`config.mk`:
```
export PLATFORM = sky130hd
export DESIGN_NAME = uart_instr_loader_flat
export DESIGN_NICKNAME = d
export VERILOG_FILES = /design/src/rtl/uart_instr_loader_if.sv /design/src/rtl/uart_instr_loader.sv /design/src/flat_wrapper.sv
export SDC_FILE = /design/constraint.sdc
export NUM_CORES = 1
export LEC_CHECK = 0
export CELL_PAD_IN_SITES_DETAIL_PLACEMENT = 1
export CELL_PAD_IN_SITES_GLOBAL_PLACEMENT = 1
export CORE_MARGIN = 10
export CORE_UTILIZATION = 39
export DETAILED_ROUTE_END_ITERATION = 12
export HOLD_SLACK_MARGIN = 0.08
export PLACE_DENSITY_LB_ADDON = 0.1
export SLEW_MARGIN = 10
export SYNTH_ARGS = -nofsm -noshare
export SYNTH_HDL_FRONTEND = slang
export SYNTH_SLANG_ARGS = --single-unit
export TNS_END_PERCENT = 5
```
`constraint.sdc`:
```
create_clock -name clk -period 2.7 [get_ports clk]
set_clock_uncertainty 0.15 [all_clocks]
set_input_delay 0.27 -clock clk [delete_from_list [all_inputs] [get_ports clk]]
set_output_delay 0.27 -clock clk [all_outputs]
set_load 0.1 [all_outputs]
```
`src/rtl/uart_instr_loader_if.sv`:
```
// Instruction-memory write port plus loader status flags.
// The loader drives every signal; instruction memory and the fetch stage observe them.
interface uart_instr_loader_if;
    logic [31:0] write_byte_address;
    logic [31:0] write_instr_data;
    logic        write_instr_valid;
    logic        start;
    logic        load_error;
    logic        rx_error;

    modport master (
        output write_byte_address,
        output write_instr_data,
        output write_instr_valid,
        output start,
        output load_error,
        output rx_error
    );

    modport slave (
        input write_byte_address,
        input write_instr_data,
        input write_instr_valid,
        input start,
        input load_error,
        input rx_error
    );
endinterface

```
`src/rtl/uart_instr_loader.sv`:
```
// Boot loader: 8N1 UART receiver feeding a length-prefixed little-endian
// word assembler that writes instruction memory, then raises start.
module uart_instr_loader #(
    parameter int unsigned CLKS_PER_BIT = 434,
    parameter int unsigned MAX_WORDS    = 1024
) (
    input  logic                clk,
    input  logic                rst,
    input  logic                rx,
    uart_instr_loader_if.master wr
);
    localparam int unsigned HalfBit = CLKS_PER_BIT / 2;

    typedef enum logic [1:0] {RxIdle, RxStart, RxData, RxStop} rx_state_e;
    typedef enum logic [1:0] {LdLen, LdData, LdDone, LdError} ld_state_e;

    rx_state_e   rx_state;
    logic        rx_meta;
    logic        rx_sync;
    logic        rx_armed;
    logic [31:0] clk_cnt;
    logic [2:0]  bit_cnt;
    logic [7:0]  shift_reg;
    logic        bit_done;
    logic        byte_valid;

    ld_state_e   ld_state;
    logic [1:0]  byte_idx;
    logic [31:0] len;
    logic [31:0] word_idx;
    logic [31:0] word_buf;
    logic [31:0] len_next;
    logic [31:0] word_next;

    assign bit_done   = (clk_cnt == CLKS_PER_BIT - 1);
    assign byte_valid = (rx_state == RxStop) && bit_done && rx_sync;
    // Shifting right by a byte leaves the first byte received in bits [7:0].
    assign len_next   = {shift_reg, len[31:8]};
    assign word_next  = {shift_reg, word_buf[31:8]};

    always_ff @(posedge clk) begin
        if (rst) begin
            rx_meta     <= 1'b1;
            rx_sync     <= 1'b1;
            rx_armed    <= 1'b0;
            rx_state    <= RxIdle;
            clk_cnt     <= '0;
            bit_cnt     <= '0;
            shift_reg   <= '0;
            wr.rx_error <= 1'b0;
        end else begin
            rx_meta <= rx;
            rx_sync <= rx_meta;
            case (rx_state)
                RxIdle: begin
                    clk_cnt <= '0;
                    bit_cnt <= '0;
                    // After a framing error the line must go idle before a new start.
                    if (!rx_sync && rx_armed) begin
                        rx_state <= RxStart;
                    end else if (rx_sync) begin
                        rx_armed <= 1'b1;
                    end
                end
                RxStart: begin
                    if (clk_cnt == HalfBit - 1) begin
                        clk_cnt  <= '0;
                        rx_state <= rx_sync ? RxIdle : RxData;
                    end else begin
                        clk_cnt <= clk_cnt + 32'd1;
                    end
                end
                RxData: begin
                    if (bit_done) begin
                        clk_cnt   <= '0;
                        shift_reg <= {rx_sync, shift_reg[7:1]};
                        bit_cnt   <= bit_cnt + 3'd1;
                        if (bit_cnt == 3'd7) begin
                            rx_state <= RxStop;
                        end
                    end else begin
                        clk_cnt <= clk_cnt + 32'd1;
                    end
                end
                RxStop: begin
                    if (bit_done) begin
                        clk_cnt  <= '0;
                        rx_state <= RxIdle;
                        if (!rx_sync) begin
                            wr.rx_error <= 1'b1;
                            rx_armed    <= 1'b0;
                        end
                    end else begin
                        clk_cnt <= clk_cnt + 32'd1;
                    end
                end
                default: rx_state <= RxIdle;
            endcase
        end
    end

    always_ff @(posedge clk) begin
        if (rst) begin
            ld_state              <= LdLen;
            byte_idx              <= '0;
            len                   <= '0;
            word_idx              <= '0;
            word_buf              <= '0;
            wr.write_byte_address <= '0;
            wr.write_instr_data   <= '0;
            wr.write_instr_valid  <= 1'b0;
            wr.start              <= 1'b0;
            wr.load_error         <= 1'b0;
        end else begin
            wr.write_instr_valid <= 1'b0;
            case (ld_state)
                LdLen: begin
                    if (byte_valid) begin
                        len      <= len_next;
                        byte_idx <= byte_idx + 2'd1;
                        if (byte_idx == 2'd3) begin
                            if (len_next == 32'd0) begin
                                ld_state <= LdDone;
                                wr.start <= 1'b1;
                            end else if (len_next > MAX_WORDS) begin
                                ld_state      <= LdError;
                                wr.load_error <= 1'b1;
                            end else begin
                                ld_state <= LdData;
                            end
                        end
                    end
                end
                LdData: begin
                    if (byte_valid) begin
                        word_buf <= word_next;
                        byte_idx <= byte_idx + 2'd1;
                        if (byte_idx == 2'd3) begin
                            wr.write_instr_valid  <= 1'b1;
                            wr.write_instr_data   <= word_next;
                            wr.write_byte_address <= {word_idx[29:0], 2'b00};
                            word_idx              <= word_idx + 32'd1;
                            // start follows in the next cycle, from LdDone.
                            if (word_idx + 32'd1 == len) begin
                                ld_state <= LdDone;
                            end
                        end
                    end
                end
                LdDone:  wr.start      <= 1'b1;
                LdError: wr.load_error <= 1'b1;
                default: ld_state      <= LdLen;
            endcase
        end
    end
endmodule
```
`src/flat_wrapper.sv`:
```
// flat-port wrapper written by rule: the top's interface ports become plain ports
module uart_instr_loader_flat 
#(
    parameter int unsigned CLKS_PER_BIT = 434,
    parameter int unsigned MAX_WORDS    = 1024
)
  (clk, rst, rx, wr_write_byte_address, wr_write_instr_data, wr_write_instr_valid, wr_start, wr_load_error, wr_rx_error);
  uart_instr_loader_if wr_i ();
  input  logic clk;
  input  logic rst;
  input  logic rx;
  output wire logic [$bits(wr_i.write_byte_address)-1:0] wr_write_byte_address;
  output wire logic [$bits(wr_i.write_instr_data)-1:0] wr_write_instr_data;
  output wire logic [$bits(wr_i.write_instr_valid)-1:0] wr_write_instr_valid;
  output wire logic [$bits(wr_i.start)-1:0] wr_start;
  output wire logic [$bits(wr_i.load_error)-1:0] wr_load_error;
  output wire logic [$bits(wr_i.rx_error)-1:0] wr_rx_error;
  assign wr_write_byte_address = wr_i.write_byte_address;
  assign wr_write_instr_data = wr_i.write_instr_data;
  assign wr_write_instr_valid = wr_i.write_instr_valid;
  assign wr_start = wr_i.start;
  assign wr_load_error = wr_i.load_error;
  assign wr_rx_error = wr_i.rx_error;
  uart_instr_loader #(.CLKS_PER_BIT(CLKS_PER_BIT), .MAX_WORDS(MAX_WORDS)) u_core (.clk(clk), .rst(rst), .rx(rx), .wr(wr_i));
endmodule
```
## After elaboration in Yosys (flattened, before gate mapping)

Index checks and enable logic that the tools add are counted.
W data, S select, Z words.

- Add/subtract/negate cells: 4
- Mux-type cells: 35
- Bitwise gates (word level): 3
- $lt $le $gt $ge: 1
- Equality and inequality tests: 27
- Reduce and logical (&&, ||, !) cells: 27

Operators by type and width:

| kind | number |
|---|---|
| $pmux W32 S3 | 1 |
| $add A32 B1 Y32 const B | 2 |
| $mux W32 | 2 |
| $eq A32 B32 Y1 | 1 |
| $eq A32 B8 Y1 const B | 1 |
| $eq A32 B9 Y1 const B | 1 |
| $gt A32 B11 Y1 const B | 1 |
| $logic_not A32 Y1 | 1 |
| $mux W2 | 13 |
| $ne A2 B1 Y1 const B | 13 |
| $reduce_and A5 Y1 | 3 |
| $mux W1 | 12 |
| $eq A2 B2 Y1 const B | 5 |
| $reduce_and A2 Y1 | 5 |
| $reduce_bool A2 Y1 | 5 |
| $pmux W2 S4 | 1 |
| $ne A2 B2 Y1 const B | 3 |
| $pmux W1 S2 | 3 |
| $pmux W3 S2 | 1 |
| $reduce_and A3 Y1 | 2 |
| $reduce_and A6 Y1 | 1 |
| $eq A2 B1 Y1 const B | 2 |
| $logic_not A2 Y1 | 2 |
| $pmux W2 S2 | 1 |
| 10 further kinds | 15 |

- Output and inout port bits: 68
- Register bits: 214
- Logic and storage cells: 115
- Input bits: 3

## Longest topological paths before layout

- Word-level depth: 6
- Mapped depth: 11
- Mapped depth without buffers: 9

## Worst setup path after synthesis

Ideal clock, no wire load.

- Path type: flip-flop to flip-flop
- Start point: register u_core.word_idx[1]
- End point: register u_core.ld_state[0]
- Stages on the path, launching flop included: 9
- Data arrival time: 2590 ps
- Clock period less this slack: 2854 ps
- Path buffers: 0
- Library setup time: 115 ps
- Setup slack: -154 ps
- Cells stage by stage: dfxtp_1 ha_1 nand3_2 nor3_2 nand4_1 xnor2_1 a2111o_1 or4b_1 o21a_1

- Cells in the longest elaborated chain, start to end: 4

RTL lines:

| what | line | RTL |
|---|---|---|
| from (decl) | uart_instr_loader.sv:30 | `logic [31:0] word_idx;` |
| from (signal assigned) | uart_instr_loader.sv:142 | `word_idx <= word_idx + 32'd1;` |
| $add A32 B1 Y32 | uart_instr_loader.sv:144 | `if (word_idx + 32'd1 == len) begin` |
| $eq A32 B32 Y1 | uart_instr_loader.sv:144 |  |
| $ne A2 B1 Y1 (no source line) | -- |  |
| $reduce_and A6 Y1 (no source line) | -- |  |
| to (signal assigned) | uart_instr_loader.sv:129 | `ld_state <= LdData;` |
| to (signal assigned) | uart_instr_loader.sv:145 | `ld_state <= LdDone;` |
| to (signal assigned) | uart_instr_loader.sv:152 | `default: ld_state <= LdLen;` |
| to (decl) | uart_instr_loader.sv:27 | `ld_state_e ld_state;` |

No other way between the ends.
A chain may end at the register's enable or synchronous reset.

## Worst setup path in the final report

- Start point: register u_core.word_idx[0]
- End point: register u_core.ld_state[0]

The elaborated chain is that of the path after synthesis.

==> flow_summary.json <==
{
  "post-route-min-period_ps": 2610,
  "end_kind": "flip-flop",
  "placed_cells": 1479,
  "synth_area_um2": 9000,
  "p_per_area_nw_per_um2": 575,
  "ys_types": 59,
  "power_switching_uw": 1330,
  "cts_htree_levels": 1,
  "grt_max_degree": 114,
  "finalNonFillerCells": 1524,
  "grt_use_total_pct": 16.8,
  "synth_edf_count": 0,
  "io_pins": 71,
  "grt_pass1_wl_um": 41200,
  "cts_tree": "built",
  "via_per_inst": 5.12,
  "tightest_slew_ps": 585,
  "cts_root_buf": "clkbuf_16",
  "required_ps": 2960,
  "clk_pin_slew_ps": 60,
  "numCtsBuffers": 24,
  "diodes": 0,
  "relSlewSlack_pct": 61.0,
  "clock_power_share_pct": 50.8,
  "dp.final_hpwl_um": 17300,
  "synth_seq_cells": 206,
  "period_share_pct": 96.6,
  "setup_viol": 0,
  "max_freq_ghz": 0.383,
  "p_seq_share_pct": 48.1,
  "comb_power_share_pct": 1.1,
  "rsz0062_at_grt": "true",
  "drt_first_pass_iters": 4,
  "drive_above_1_share_pct": 16.5,
  "p_int_uw": 5000,
  "core_um2": 22600,
  "outcome": "finished, final reports clean",
  "gp_congestion": 0.841,
  "start_util_pct": 39.7,
  "crit_arrival_ps": 2870,
  "final_area_um2": 11000,
  "hp-class": "in -> reg",
  "place_area_um2": 10200,
  "finalSetupTns_ps": 0,
  "synth-async-reset-ratio_pct": 0,
  "area_delta_synth_final_pct": 22.3,
  "dieArea_um2": 29500,
  "num_rows": 55,
  "synth_ff_type": "dfxtp_1",
  "crit_path_start_kind": "flip-flop",
  "cts_buffer_depth": 3,
  "sw_frac_of_total_pct": 21.0,
  "leakagePower_uw": 0.00404,
  "drtIter0Drc": 356,
  "yosys_warnings": 0,
  "fill_cells": 2715,
  "dieWidth_um": 172,
  "clock_latency_ps": 520,
  "syn_inst": 1128,
  "globalRoute.totalOverflow": 0,
  "grt_pass1_vias": 8080,
  "remaining_drc_errors": 0,
  "antenna_found_initial": 0,
  "hold_viol": 0,
  "ant_nets": 0,
  "path_class": "reg -> reg",
  "nNetsFinal": 1233,
  "ir_worst_vdd_mv": 0.480,
  "synth_seq_area_share_pct": 45.8,
  "finalPower_uw": 6330,
  "final_max_slew_viol_count": 0,
  "io_buffers": 68,
  "worstPathMaxFanout": 4,
  "die_height_um": 172,
  "drv_cap": 0,
  "via_count": 7808,
  "clkSinkCount": 206,
  "final_core_util_pct": 48.6,
  "drt_wl_total_um": 24900,
  "wl_per_cell_um": 16.3,
  "syn_avg_cell_area_um2": 7.98
}
[metrics by stage]
stage	hold WS, ps	setup WS (ps)
2_1_floorplan	224	69.6
3_3_place_gp	242	92.2
3_5_place_dp	247	27.9
4_1_cts	131	48.5
5_1_grt	158	-48.6
6_report	157	90.5
[cells in the final DEF (no fill, tap or decap), types with 8 or more instances in the layout]
master	Yosys	routed
buf_4	7	137
nor2_1	92	92
o21ai_0	13	13
nor4_1	18	17
inv_1	12	12
and3_1	14	14
nand3_1	25	25
clkbuf_1	52	8
nand4_1	21	21
nor3_1	18	17
dfxtp_1	206	203
or3_1	11	10
clkbuf_16	0	24
xnor2_1	48	48
nand2_1	293	293
a21oi_1	140	140
xor2_1	58	58
[layout make-up]
cell class | count | area (um^2) | share of cell area (%)
sequential | 206 | 4130 | 37.5
clock inverter | 6 | 95.1 | 0.864
timing repair buffer | 145 | 1170 | 10.6
tap | 285 | 357 | 3.24
multi-input combinational | 834 | 4520 | 41.1
inverter | 12 | 45.0 | 0.409
clock buffer | 36 | 686 | 6.23
[routing by layer]
| layer | wire length, um | vias to the layer above | GRT usage [%] | share of wire (%) |
|---|---|---|---|---|
| li1 | - | 3955 | - | - |
| met1 | 11500 | 3728 | 21.2 | 46 |
| met2 | 12200 | 100 | 29.4 | 49 |
| met3 | 755 | 25 | 2.51 | 3.0 |
| met4 | 447 | 0 | 3.90 | 1.8 |
| met5 | 0 | - | 0 | 0 |
[worst paths after layout]
path	startpoint	endpoint	slack [ps]	cells past startpoint
setup reg to reg	u_core.word_idx[0]	u_core.ld_state[0]	90	9
setup / recovery	u_core.word_idx[0]	u_core.ld_state[0]	90	9
hold reg to reg	u_core.rx_meta	u_core.rx_sync	260	1
hold / removal	rx	u_core.rx_meta	160	2
[power groups by stage]
stage	clock (uW)	combinational (uW)	sequential (uW)
4_1_cts	3320	71.0	3040
5_1_grt	3430	76.5	3040
3_5_place_dp	0	69.8	3110
3_3_place_gp	0	70.4	3110
6_report	3210	69.8	3040
2_1_floorplan	0	54.3	3110
[critical path, stage by stage (launching register included)]
cell     delay [ps]
dfxtp_2         380
ha_2            200
nand3_2         130
nor3_4          200
buf_4           160
nand4_1         140
nor4_1          300
o21ai_0         150
or4b_1          510
o21a_1          180
[synth_stat cells, types with 11 or more instances]
| cell | instances | area share [%] |
|---|---|---|
| nor3_1 | 18 | 1.0 |
| inv_1 | 12 | 0.50 |
| nand3_1 | 25 | 1.4 |
| a21oi_1 | 140 | 7.8 |
| nor4_1 | 18 | 1.3 |
| xnor2_1 | 48 | 4.7 |
| dfxtp_1 | 206 | 46 |
| xor2_1 | 58 | 5.6 |
| and3_1 | 14 | 0.97 |
| nand4_1 | 21 | 1.5 |
| o21ai_0 | 13 | 0.72 |
| nand2_1 | 293 | 12 |
| nor2_1 | 92 | 3.8 |
| buf_2 | 13 | 0.72 |
| or3_1 | 11 | 0.76 |
| clkbuf_1 | 52 | 2.2 |
[kinds of logic after synthesis]
logic type | after synthesis | synth area share [%]
AOI/OAI and AO/OA | 183 | 11.2
xor gates and xnor gates | 106 | 10.3
adders and majority gates | 7 | 0.973
buffers and inverters | 89 | 4.28
DFF | 206 | 45.8
muxes | 4 | 0.459
other | 1 | 0.0417
and+or+nand+nor | 532 | 26.9
[repair_timing]
action | 4_1_cts | 5_1_grt
pin swaps | 1 | 2
hold buffers | 1 | 0
buffers inserted | 1 | 1
setup endpoints to repair | 1 | 24
gates cloned | 0 | 0
hold endpoints to repair | 28 | 0
resized for setup | 1 | 8
Power figures use the tool's default switching activity.
